File: src/rtl/ddr5_phy_freq_ratio_ctrl.sv
// DDR5 PHY frequency-ratio sequencer.
// Runs the DFI init/freq-change handshake around the ratio SerDes block.
module ddr5_phy_freq_ratio_ctrl #(
  parameter logic [1:0] pINIT_RATIO = 2'b00,
  parameter int unsigned pSETTLE_CYC = 8
) (
  input  logic       clk_i,
  input  logic       rst_i,
  input  logic       dfi_init_start_i,
  input  logic [1:0] dfi_freq_ratio_req_i,
  output logic       dfi_init_complete_o,
  output logic       ratio_enable_o,
  output logic [1:0] dfi_freq_ratio_o,
  output logic [1:0] phase_o,
  output logic       busy_o,
  output logic       freq_err_o
);

  typedef enum logic [2:0] {
    RST_WAIT,
    RUN,
    DRAIN,
    STOP,
    REFILL,
    ACK
  } state_t;

  localparam logic [7:0] SETTLE_LAST = 8'(pSETTLE_CYC - 1);

  state_t     state_q, state_d;
  logic [7:0] cnt_q, cnt_d;
  logic       en_q, en_d;
  logic       cmpl_q, cmpl_d;
  logic [1:0] ratio_q, ratio_d;
  logic [1:0] req_q, req_d;
  logic [1:0] phase_q, phase_d;
  logic       busy_q, busy_d;
  logic       err_q, err_d;

  // Last phase index of a frame for a given ratio.
  function automatic logic [1:0] last_f(input logic [1:0] r);
    logic [1:0] l;
    case (r)
      2'b01:   l = 2'd1;
      2'b10:   l = 2'd3;
      default: l = 2'd0;
    endcase
    return l;
  endfunction

  logic at_last;
  assign at_last = (phase_q == last_f(ratio_q));

  // Next-state, handshake and shadow phase computation.
  always_comb begin
    state_d = state_q;
    cnt_d   = cnt_q;
    en_d    = en_q;
    cmpl_d  = cmpl_q;
    ratio_d = ratio_q;
    req_d   = req_q;
    err_d   = err_q;
    phase_d = phase_q;
    if (en_q) begin
      phase_d = at_last ? 2'd0 : phase_q + 2'd1;
    end
    unique case (state_q)
      RST_WAIT: begin
        en_d   = 1'b0;
        cmpl_d = 1'b0;
        if (cnt_q == SETTLE_LAST) begin
          en_d    = 1'b1;
          cmpl_d  = 1'b1;
          cnt_d   = 8'd0;
          state_d = RUN;
        end else begin
          cnt_d = cnt_q + 8'd1;
        end
      end
      RUN: begin
        en_d   = 1'b1;
        cmpl_d = 1'b1;
        if (dfi_init_start_i) begin
          if (dfi_freq_ratio_req_i == 2'b11) begin
            err_d   = 1'b1;
            state_d = ACK;
          end else if (dfi_freq_ratio_req_i == ratio_q) begin
            err_d   = 1'b0;
            state_d = ACK;
          end else begin
            req_d   = dfi_freq_ratio_req_i;
            err_d   = 1'b0;
            cmpl_d  = 1'b0;
            state_d = DRAIN;
          end
        end
      end
      DRAIN: begin
        // Stop exactly as the datapath counter wraps to 0.
        if (at_last) begin
          en_d    = 1'b0;
          phase_d = 2'd0;
          ratio_d = req_q;
          cnt_d   = 8'd0;
          state_d = STOP;
        end
      end
      STOP: begin
        if (cnt_q == SETTLE_LAST) begin
          en_d    = 1'b1;
          state_d = REFILL;
        end else begin
          cnt_d = cnt_q + 8'd1;
        end
      end
      REFILL: begin
        // One full frame at the new ratio before reporting done.
        if (at_last) begin
          cmpl_d  = 1'b1;
          state_d = ACK;
        end
      end
      ACK: begin
        if (!dfi_init_start_i) begin
          state_d = RUN;
        end
      end
      default: begin
        state_d = RST_WAIT;
      end
    endcase
    busy_d = (state_d == DRAIN) || (state_d == STOP) ||
             (state_d == REFILL);
  end

  // State and output registers.
  always_ff @(posedge clk_i or negedge rst_i) begin
    if (!rst_i) begin
      state_q <= RST_WAIT;
      cnt_q   <= 8'd0;
      en_q    <= 1'b0;
      cmpl_q  <= 1'b0;
      ratio_q <= pINIT_RATIO;
      req_q   <= pINIT_RATIO;
      phase_q <= 2'd0;
      busy_q  <= 1'b0;
      err_q   <= 1'b0;
    end else begin
      state_q <= state_d;
      cnt_q   <= cnt_d;
      en_q    <= en_d;
      cmpl_q  <= cmpl_d;
      ratio_q <= ratio_d;
      req_q   <= req_d;
      phase_q <= phase_d;
      busy_q  <= busy_d;
      err_q   <= err_d;
    end
  end

  assign dfi_init_complete_o = cmpl_q;
  assign ratio_enable_o      = en_q;
  assign dfi_freq_ratio_o    = ratio_q;
  assign phase_o             = phase_q;
  assign busy_o              = busy_q;
  assign freq_err_o          = err_q;

endmodule

File: config.mk
export PLATFORM = sky130hd
export DESIGN_NAME = ddr5_phy_freq_ratio_ctrl
export DESIGN_NICKNAME = d
export VERILOG_FILES = /design/src/rtl/ddr5_phy_freq_ratio_ctrl.sv
export SDC_FILE = /design/constraint.sdc
export NUM_CORES = 1
export LEC_CHECK = 0
export CORE_ASPECT_RATIO = 1.2
export CORE_MARGIN = 2
export CORE_UTILIZATION = 59
export CTS_CLUSTER_DIAMETER = 100
export DETAILED_ROUTE_END_ITERATION = 10
export PLACE_DENSITY = 0.92
export SLEW_MARGIN = 20
export SYNTH_ARGS = -nofsm -noshare
export SYNTH_HDL_FRONTEND = slang
export SYNTH_SLANG_ARGS = --single-unit
File: constraint.sdc
create_clock -name clk_i -period 4.7 [get_ports clk_i]
set_input_delay 0.94 -clock clk_i [delete_from_list [all_inputs] [get_ports clk_i]]
set_output_delay 0.94 -clock clk_i [all_outputs]
set_load 0.05 [all_outputs]
==> run metrics <==
status=completed; CP cell instances=clkdlybuf4s50_1; Synth area leader=dfrtp_1; internal power=480 uW; CP delay by family, top=buffers and inverters; Synth Area in XOR/XNOR=2.67%; Starting Density=60.9%; adder-cell share of the synthesized area=slightly above 2%; Post-route DRC=0; switching share of power=between 40% and 50%; Cell Area, Synth=1220 sq um; largest net degree at the start of global routing=22; number of global-route vias before repair=~1100; fillcell total=approximately 160; Synth area leaders=dfrtp_1 (43%), mux2_2 (4.6%), a21oi_1 (4.1%); clk_skew=roughly 5.6 ps; Worst Path Max Fanout=6; worst r2r src=dfi_freq_ratio_o[0]$_DFFE_PN0P_; vias per cell=6.89; H-tree depth=1; crit start category=flip-flop; max_slew headroom=38.0%; # Post-CTS Setup Buffers=0; layout cells sized above 1=about a tenth; Seq/Total Area, Yosys=a little over two fifths; combinational power share=between 50% and 60%; Reg area=~530 sq um; largest family of logic cells by synthesized area=simple AND/OR/NAND/NOR gates; Mapped Cells=128; EDFF count, synth=0; Placement Cell Area=between 1000 and 1500 sq um; Crit. End Element=primary output; Fin. Hold Viols=0; Chip Height=about 54 um; design area=around 1400 sq um; compound-cell area share of the yosys netlist=roughly a fifth; switching pwr=478 uW; Root Buffer=clkbuf_4; mux cell area share after synthesis=6.26%; fmax=around 390 MHz; LEAKAGE=approximately 0.56 nW; Power Dens Cells=slightly below 700 nW/um^2; Worst-Margin Slew=just over 900 ps; GPL Wtd Cong=0.873; first-pass GRT wire length=about 4800 um; Min-Delay Path Class=reg2reg; via count of the routed design=~1100; CTS buffer count=3; Synth Area in Simple Gates=about 22%; input/output buffers=12; Clock Sinks=21; Tot Pwr=958 uW; total of max-cap violations=0; Worst-Skew Late Latency=320 ps; Die W=approximately 46 um; Iter 0 DRT Violations=42; wire length reported by the detailed router=roughly 2800 um; YS warnings=0; Reg power frac=36.0%; Final Hold Slack=520 ps; Ports=13; Period Utilization, post-route=between 50% and 60%; ys async rst share=100%; setup violators final=0; Slew Viols, Final=0; Multi-input gate area=roughly 650 sq um; dpl hpwl=between 2000 and 2500 um; top cell type's share of synthesized area=~43%; core area=~2000 sq um; Critical Path AT=between 1500 and 2000 ps; Non-Filler Instances=about 160; Avg Inst Size Synth=9.53 sq um; dpl ws=2210 ps; DR WL/cell=17.7 um; final setup margin=approximately 2100 ps; Worst Reg-to-Reg Cells=6; RSZ-0062 raised after global routing=no; CTS max path bufs=2; setup_tns=0 ps; Gates resized, CTS repair=0; antenna violations before repair=0; hold path start=req_q[1]$_DFFE_PN0P_; FF-to-FF End=cnt_q[4]$_DFFE_PN0P_; antenna fix cells=0; required time worst endpoint=roughly 3800 ps; Synth Register Bits=21; Worst Hold Path EP=req_q[1]$_DFFE_PN0P_; CP Class=reg2out; final antenna-violating net count=0; layout net count=149; R2R setup slack=2570 ps; Post-Syn Nets=roughly 140; clk slew on worst S/H paths=approximately 110 ps; synthesis-to-finish area growth=13.1%; Most used DFF post-synth=dfrtp_1; # hold bufs at CTS=0; cell count after placement=around 160; CTS tree=built; Slowest cell on crit path=clkdlybuf4s50_1; clock power share=under 10%; total grt overflow=0; worst IR drop on VDD=0.000569 V; Final min period=2580 ps; Hold Crit Depth=1; number of iterations in the first detailed-routing pass=4; GRT Util Overall=between 20% and 30%; worst path bufs/invs=1; row cnt=18; Final Util=slightly below 70%; area of the die=between 2000 and 2500 sq um; CP max stage delay=850 ps; post-synth cell types=42
[worst max path at each step]
stage	cells past startpoint	to	startpoint	slack (ps)
5_1_grt	1	phase_o[0]	phase_o[0]$_DFF_PN0_	2070
3_5_place_dp	5	req_q[0]$_DFFE_PN0P_	dfi_freq_ratio_req_i[1]	2210
4_1_cts	1	phase_o[0]	phase_o[0]$_DFF_PN0_	2120
6_report	1	phase_o[0]	phase_o[0]$_DFF_PN0_	2120
2_1_floorplan	6	cnt_q[4]$_DFFE_PN0P_	dfi_freq_ratio_o[0]$_DFFE_PN0P_	2500
3_3_place_gp	5	req_q[0]$_DFFE_PN0P_	dfi_freq_ratio_req_i[1]	2290
[sequential cells by signal, summed over array words and instances (netlist names)]
name,count
cnt_q,8
state_q,3
dfi_freq_ratio_o,2
phase_o,2
req_q,2
busy_o,1
dfi_init_complete_o,1
freq_err_o,1
ratio_enable_o,1
[placed cells by master, fill, tap and decap left out, drive strengths merged, types with 2 or more instances in the layout]
cell type / netlist / routed
nand3: 10 / 10
clkdlybuf4s50: 0 / 12
mux2: 5 / 5
nand2b: 4 / 4
clkbuf: 2 / 3
nand2: 9 / 9
o21ai: 9 / 9
mux2i: 2 / 2
nor3: 2 / 2
a31oi: 2 / 2
nor2b: 2 / 2
o31ai: 5 / 5
dfrtp: 21 / 21
ha: 2 / 2
nor4: 2 / 2
nor2: 4 / 4
a21oi: 11 / 11
or3: 2 / 2
or4: 3 / 3
inv: 8 / 8
nand4: 3 / 3
[routing by layer]
layer  vias to the layer above  track usage [%]  part of all wire (%)
met5                         -                0                     0
met4                         0             17.6                   4.0
met3                        13             3.36                   4.6
met2                        44             45.5                    53
met1                       545             32.0                    38
li1                        508                -                     -
[cell type report]
class / instances / area share (%)
multi-input cells: 96 / 47.2
clock buffers: 3 / 1.63
well taps: 20 / 1.81
flip-flops and latches: 21 / 38.1
clock inverters: 1 / 0.363
inverters: 8 / 2.18
repair buffers: 12 / 8.70
[cell families after synthesis]
kind of cell	count (synthesis)
compound gates	38
simple gates	47
xor+xnor	2
buf+inv	11
mux	7
fa+ha+maj	2
flops	21
[power by group through the flow]
stage,logic (mW),registers (mW),clock network (mW)
after global routing,0.565,0.358,0.0993
after detailed placement,0.512,0.344,0
after floorplan,0.301,0.408,0
final,0.523,0.345,0.0903
after global placement,0.491,0.340,0
after CTS,0.519,0.342,0.0919
[cell usage after synthesis, types with 2 or more instances]
cell,count
dfrtp_1,21
a21oi_1,10
nand3_1,10
nand2_1,9
inv_1,8
o21ai_0,8
mux2_2,5
o31ai_1,5
nand2b_1,4
nor2_1,4
nand4_1,3
or4_1,3
a31oi_1,2
clkbuf_1,2
ha_1,2
mux2i_1,2
nor2b_1,2
nor3_1,2
nor4_1,2
or3_1,2
Note: power is estimated with default switching activity, not from simulation.
